[config.mk]
export PLATFORM = sky130hd
export DESIGN_NAME = fetch_buffer_flat
export DESIGN_NICKNAME = d
export VERILOG_FILES = /design/src/rtl/fetch_buffer_if.sv /design/src/rtl/fetch_buffer.sv /design/src/flat_wrapper.sv
export SDC_FILE = /design/constraint.sdc
export NUM_CORES = 1
export LEC_CHECK = 0
export CORE_MARGIN = 4
export CORE_UTILIZATION = 40
export DETAILED_ROUTE_END_ITERATION = 8
export RECOVER_POWER = 100
export SLEW_MARGIN = 20
export SYNTH_ARGS = -nofsm -noshare
export SYNTH_HDL_FRONTEND = slang
export SYNTH_SLANG_ARGS = --single-unit
[constraint.sdc]
create_clock -name CLK -period 12 [get_ports CLK]
set_input_delay 3 -clock CLK [delete_from_list [all_inputs] [get_ports CLK]]
set_output_delay 3 -clock CLK [all_outputs]
set_load 0.005 [all_outputs]
[src/rtl/fetch_buffer_if.sv]
// Fetch-stage bus: PC hookup, instruction-memory handshake and decode-side queue head.
// master = fetch_buffer, slave = surrounding PC/memory/decode logic.
interface fetch_buffer_if #(
  parameter int unsigned DEPTH  = 4,
  parameter int unsigned ADDR_W = 32,
  parameter int unsigned DATA_W = 32
);
  localparam int unsigned CNT_W = $clog2(DEPTH + 1);

  logic [ADDR_W-1:0] pc_addr;
  logic              pc_advance;
  logic              imem_req;
  logic [ADDR_W-1:0] imem_addr;
  logic              imem_ack;
  logic [DATA_W-1:0] imem_rdata;
  logic              flush;
  logic              dec_valid;
  logic              dec_ready;
  logic [DATA_W-1:0] dec_instr;
  logic [ADDR_W-1:0] dec_pc;
  logic [CNT_W-1:0]  count;

  modport master (
    input  pc_addr, imem_ack, imem_rdata, flush, dec_ready,
    output pc_advance, imem_req, imem_addr, dec_valid, dec_instr, dec_pc, count
  );

  modport slave (
    output pc_addr, imem_ack, imem_rdata, flush, dec_ready,
    input  pc_advance, imem_req, imem_addr, dec_valid, dec_instr, dec_pc, count
  );
endinterface

[src/rtl/fetch_buffer.sv]
// Instruction-fetch stage: one outstanding imem request at the PC, results queued
// as {pc, instr} in a small FIFO for decode; flush drops the queue and any in-flight fetch.
module fetch_buffer #(
  parameter int unsigned DEPTH  = 4,
  parameter int unsigned ADDR_W = 32,
  parameter int unsigned DATA_W = 32
) (
  input logic           CLK,
  input logic           reset,
  fetch_buffer_if.master bus
);
  localparam int unsigned PTR_W = $clog2(DEPTH);
  localparam int unsigned CNT_W = $clog2(DEPTH + 1);

  typedef struct packed {
    logic [ADDR_W-1:0] pc;
    logic [DATA_W-1:0] instr;
  } entry_t;

  typedef enum logic [1:0] {
    IDLE  = 2'd0,
    REQ   = 2'd1,
    DRAIN = 2'd2
  } state_t;

  state_t           state, state_nx;
  entry_t           mem [DEPTH];
  logic [PTR_W-1:0] wr_ptr, rd_ptr;
  logic [CNT_W-1:0] count_q, count_nx;
  logic             push, pop, advance;

  // State register
  always_ff @(posedge CLK or posedge reset) begin
    if (reset) state <= IDLE;
    else       state <= state_nx;
  end

  // Next state, queue occupancy and PC load enable
  always_comb begin
    state_nx = state;
    advance  = 1'b0;
    push     = (state == REQ) && bus.imem_ack && !bus.flush;
    pop      = (count_q != '0) && bus.dec_ready && !bus.flush;
    count_nx = count_q;
    if (bus.flush) count_nx = '0;
    else           count_nx = count_q + CNT_W'(push) - CNT_W'(pop);

    case (state)
      IDLE: begin
        if (!bus.flush && (count_q < CNT_W'(DEPTH))) state_nx = REQ;
      end
      REQ: begin
        if (bus.flush) begin
          state_nx = bus.imem_ack ? IDLE : DRAIN;
        end else if (bus.imem_ack) begin
          advance  = 1'b1;
          state_nx = (count_nx < CNT_W'(DEPTH)) ? REQ : IDLE;
        end
      end
      DRAIN: begin
        if (bus.imem_ack) state_nx = IDLE;
      end
      default: state_nx = IDLE;
    endcase
  end

  // FIFO storage and pointers; flush rewinds both pointers to empty
  always_ff @(posedge CLK or posedge reset) begin
    if (reset) begin
      mem     <= '{default: '0};
      wr_ptr  <= '0;
      rd_ptr  <= '0;
      count_q <= '0;
    end else begin
      if (bus.flush) begin
        wr_ptr <= '0;
        rd_ptr <= '0;
      end else begin
        if (push) begin
          mem[wr_ptr] <= '{pc: bus.pc_addr, instr: bus.imem_rdata};
          wr_ptr      <= wr_ptr + PTR_W'(1);
        end
        if (pop) rd_ptr <= rd_ptr + PTR_W'(1);
      end
      count_q <= count_nx;
    end
  end

  // PC cannot move until pc_advance, so the fetch address is simply the PC
  assign bus.pc_advance = advance;
  assign bus.imem_req   = (state == REQ);
  assign bus.imem_addr  = bus.pc_addr;
  assign bus.dec_valid  = (count_q != '0);
  assign bus.dec_instr  = mem[rd_ptr].instr;
  assign bus.dec_pc     = mem[rd_ptr].pc;
  assign bus.count      = count_q;
endmodule

[src/flat_wrapper.sv]
// flat-port wrapper written by rule: the top's interface ports become plain ports
module fetch_buffer_flat 
#(
  parameter int unsigned DEPTH  = 4,
  parameter int unsigned ADDR_W = 32,
  parameter int unsigned DATA_W = 32
)
  (CLK, reset, bus_pc_addr, bus_imem_ack, bus_imem_rdata, bus_flush, bus_dec_ready, bus_pc_advance, bus_imem_req, bus_imem_addr, bus_dec_valid, bus_dec_instr, bus_dec_pc, bus_count);
  fetch_buffer_if #(.DEPTH(DEPTH), .ADDR_W(ADDR_W), .DATA_W(DATA_W)) bus_i ();
  input logic CLK;
  input logic reset;
  input wire logic [$bits(bus_i.pc_addr)-1:0] bus_pc_addr;
  input wire logic [$bits(bus_i.imem_ack)-1:0] bus_imem_ack;
  input wire logic [$bits(bus_i.imem_rdata)-1:0] bus_imem_rdata;
  input wire logic [$bits(bus_i.flush)-1:0] bus_flush;
  input wire logic [$bits(bus_i.dec_ready)-1:0] bus_dec_ready;
  output wire logic [$bits(bus_i.pc_advance)-1:0] bus_pc_advance;
  output wire logic [$bits(bus_i.imem_req)-1:0] bus_imem_req;
  output wire logic [$bits(bus_i.imem_addr)-1:0] bus_imem_addr;
  output wire logic [$bits(bus_i.dec_valid)-1:0] bus_dec_valid;
  output wire logic [$bits(bus_i.dec_instr)-1:0] bus_dec_instr;
  output wire logic [$bits(bus_i.dec_pc)-1:0] bus_dec_pc;
  output wire logic [$bits(bus_i.count)-1:0] bus_count;
  assign bus_i.pc_addr = bus_pc_addr;
  assign bus_i.imem_ack = bus_imem_ack;
  assign bus_i.imem_rdata = bus_imem_rdata;
  assign bus_i.flush = bus_flush;
  assign bus_i.dec_ready = bus_dec_ready;
  assign bus_pc_advance = bus_i.pc_advance;
  assign bus_imem_req = bus_i.imem_req;
  assign bus_imem_addr = bus_i.imem_addr;
  assign bus_dec_valid = bus_i.dec_valid;
  assign bus_dec_instr = bus_i.dec_instr;
  assign bus_dec_pc = bus_i.dec_pc;
  assign bus_count = bus_i.count;
  fetch_buffer #(.DEPTH(DEPTH), .ADDR_W(ADDR_W), .DATA_W(DATA_W)) u_core (.CLK(CLK), .reset(reset), .bus(bus_i));
endmodule
==> flow_summary_export.csv <==
group,metric,value,unit
synthesis,syn_nets,780,
synthesis,postSynthRegisterBits,265,
synthesis,synth_top_area_cell,"sky130_fd_sc_hd__dfrtp_1",
synthesis,synthCells,704,
clocking,cts-root-buf,"sky130_fd_sc_hd__clkbuf_16",
floorplan,effective_utilization_at_floorplan,40.5,%
sta,max-slew-margin-rel,-246,%
synthesis,synth.yosys.seq_area_share,51.9,%
clocking,cts_made_buffers,30,
synthesis,post_synth_main_area_contributors,"sky130_fd_sc_hd__dfrtp_1 52%, sky130_fd_sc_hd__mux2_4 21%, sky130_fd_sc_hd__mux4_2 11%, sky130_fd_sc_hd__mux2_2 5.4%, sky130_fd_sc_hd__buf_12 2.8%",
clocking,cts-root-to-sink-buffers,3,
synthesis,synth_simple_gate_area_share,1.36,%
synthesis,async_reset_ff_share,100,%
layout,insertedDiodeCount,0,
outcome,failing_checks,"capacitance limit, slew limit",
route,dr.first_iter.drc_count,263,
power,cellPowerDensity,218,mW/mm2
flow_run,maxCapViolCount,10,
synthesis,yosys_warnings,0,
synthesis,synth-edff-count,0,
critical_path,critical_path.slowest_cell,"sky130_fd_sc_hd__clkbuf_1",
sta,fmaxAchievable,115,MHz
clocking,cts_setup_buffers,0,
layout,area_delta_synth_final,14.4,%
power,total_leakage_power,6.70,nW
route,drt-vias-per-instance,5.06,
grt,number_of_global_route_vias_before_repair,7223,
critical_path,required,9.00,ns
layout,final_layout_size_suffix_gt1_share,21.5,%
place,place.port_buffers,170,
synthesis,post_synth_most_frequent_cells,"265 x sky130_fd_sc_hd__dfrtp_1, 180 x sky130_fd_sc_hd__mux2_4, 64 x sky130_fd_sc_hd__mux4_2",
grt,track_usage,14.8,%
route,via_count,6406,
critical_path,worst-path-max-fanout,34,
grt,grt_max_degree,117,
floorplan,fp.dieArea,0.0349,mm2
clocking,clk_latency,0.55,ns
layout,design.final.nets,916,
synthesis,synth_compound_area_share,0.352,%
critical_path,worst_setup_path_end_kind,"output port",
sta,post-route-period-util,72.6,%
sta,post-route-min-period,8.71,ns
route,routed_wire_length_per_instance,20.2,um
route,drc,0,
layout,stdcell_count,1266,
route,route.final.wire_length,25600,um
clocking,cts_sinks,265,
route,first_pass_iters,4,
synthesis,synthXorXnorAreaFrac,0.274,%
floorplan,boundaryPins,171,
synthesis,ys_dominant_reg_cell,"sky130_fd_sc_hd__dfrtp_1",
floorplan,die_w,187,um
critical_path,worstPathCellList,"clkbuf_1 -> mux4_2 -> dlygate4sd3_1",
clocking,ctsResizeCount,0,
grt,grt_antenna_before_repair,0,
synthesis,yosys.area.top_type_share,51.9,%
sta,worst-slew-pin-transition,5.17,ns
sta,fin_skew,0.0254,ns
clocking,cts.hold.buffers_added,0,
place,dp_cells,1210,
route,final_antenna_net_count,0,
synthesis,combinational_family_with_the_most_area_after_synthesis,"multiplexers",
hold_path,worst_hold_path_type,"reg2reg",
sta,worst_hold_slack,0.484,ns
place,place_area,0.0143,mm2
synthesis,synth_cell_types,34,
clocking,htreeDepth,1,
sta,finalSetupTns,0,ns
power,ir_worst_vdd,0.000110,V
synthesis,post-synth-top-count-cell,"sky130_fd_sc_hd__dfrtp_1",
sta,timing.final.hold_violations,0,
synthesis,syn-mean-instance-area,18.2,um2
sta,grt_setup_unrepaired,"no",
synthesis,synthAdderAreaFrac,0.744,%
synthesis,synth_mux_area_share,39.2,%
critical_path,critical-path-max-stage-delay,2.26,ns
sta,number_of_slew_limit_violations_in_the_final_report,515,
floorplan,vert_die_dim,187,um
clocking,clk_pin_slew_worst_paths,0.06,ns
grt,total_gr_overflow,0,
outcome,outcome,"finished, violations left",
grt,first_pass_grt_wire_length,42000,um
layout,final_area,0.0146,mm2
floorplan,std_cell_rows,65,
clocking,clock_tree_from_tritoncts,"done",
sta,setup_viol_count_final,0,
critical_path,crit_arrival,5.71,ns
synthesis,syn_area,0.0128,mm2
floorplan,coreArea,0.0316,mm2
critical_path,setup.worst_path.class,"reg2out",
place,detailedPlacementHpwl,14700,um
critical_path,critical_path.startpoint_type,"flip-flop",
place,place_congestion,0.674,
==> registers in the layout (all words and copies together) (netlist names) <==
name and cells:
u_core.wr_ptr 2, u_core.state 2, u_core.rd_ptr 2, u_core.bus.count 3, u_core.mem 256
==> layout make-up <==
cell class / count / area [um2]
clock buffers: 40 / 880
clock inverters: 16 / 210
fillers: 2853 / 16900
inverters: 6 / 23.8
multi-input cells: 360 / 4630
flip-flops and latches: 265 / 6630
well taps: 402 / 503
repair buffers: 177 / 1740
==> logic make-up (layout without fill, tap and decap cells) <==
group / after synthesis / after routing
buf+inv: 79 / 239
xor+xnor: 4 / 4
compound gates: 6 / 6
simple gates: 22 / 22
fa+ha+maj: 7 / 7
flops: 265 / 265
mux: 321 / 321
==> path summary, 6_finish.rpt <==
kind	from	to	slack, ns	depth (start not counted)
worst min register to register	u_core.mem[137]$_DFFE_PP0P_	u_core.mem[137]$_DFFE_PP0P_	0.48	1
worst min-delay path	u_core.mem[137]$_DFFE_PP0P_	u_core.mem[137]$_DFFE_PP0P_	0.48	1
worst max register to register	u_core.rd_ptr[0]$_DFFE_PP0P_	u_core.rd_ptr[1]$_DFFE_PP0P_	7.07	4
max in group asynchronous	reset	u_core.mem[181]$_DFFE_PP0P_	4.64	4
worst max-delay path	u_core.rd_ptr[1]$_DFFE_PP0P_	bus_dec_instr[30]	3.29	3
min in group asynchronous	reset	u_core.mem[27]$_DFFE_PP0P_	4.54	2
==> per-stage QoR <==
| step | power (mW) | worst slack, ns | utilization, % |
|---|---|---|---|
| after global routing | 3.39 | 2.54 | 46.3 |
| after floorplan | 1.96 | 1.70 | - |
| final | 3.19 | 3.29 | 46.3 |
| after CTS | 3.47 | 4.41 | 48.7 |
| after global placement | 2.45 | 4.42 | 45.3 |
| after detailed placement | 2.47 | 4.43 | 45.3 |
==> power breakdown <==
group          internal (mW)  total (mW)  switching [mW]
Combinational          0.611       0.919           0.309
Sequential              1.14        1.29           0.150
Clock                  0.619       0.984           0.364
==> critical path, delay by kind of cell (launching register included) <==
family,cells,cell delay (ns)
buf+inv,2,2.90
flops,1,1.55
mux,1,0.73
==> placed cells by master (no fill, tap or decap), drive strengths merged <==
cell type / Yosys / layout
dfrtp: 265 / 265
mux2: 256 / 256
dlygate4sd3: 0 / 101
clkdlybuf4s50: 0 / 69
mux4: 64 / 64
clkbuf: 1 / 44
clkinv: 0 / 9
nor2: 7 / 7
ha: 6 / 6
inv: 6 / 5
nand2: 5 / 5
bufinv: 0 / 5
buf: 72 / 3
clkinvlp: 0 / 3
nor2b: 2 / 2
xnor2: 2 / 2
a21oi: 2 / 2
xor2: 2 / 2
o31ai: 1 / 1
or2: 1 / 1
or3: 1 / 1
nor4bb: 1 / 1
and2b: 1 / 1
o311ai: 1 / 1
mux2i: 1 / 1
a21bo: 1 / 1
nor3: 1 / 1
a2111oi: 1 / 1
and4bb: 1 / 1
nand3b: 1 / 1
nor3b: 1 / 1
fa: 1 / 1
==> routing by layer <==
metal  vias to the layer above  share of wire, %  routed length (um)  global-route usage [%]
met3                        30               3.7                 949                    2.39
met4                         0               1.5                 393                    3.38
met2                       121                46               11900                    22.9
li1                       2837                 -                   -                       -
met5                         -                 0                   0                       0
met1                      3418                48               12300                    22.1
No activity file was read; power rests on OpenSTA's default activity.
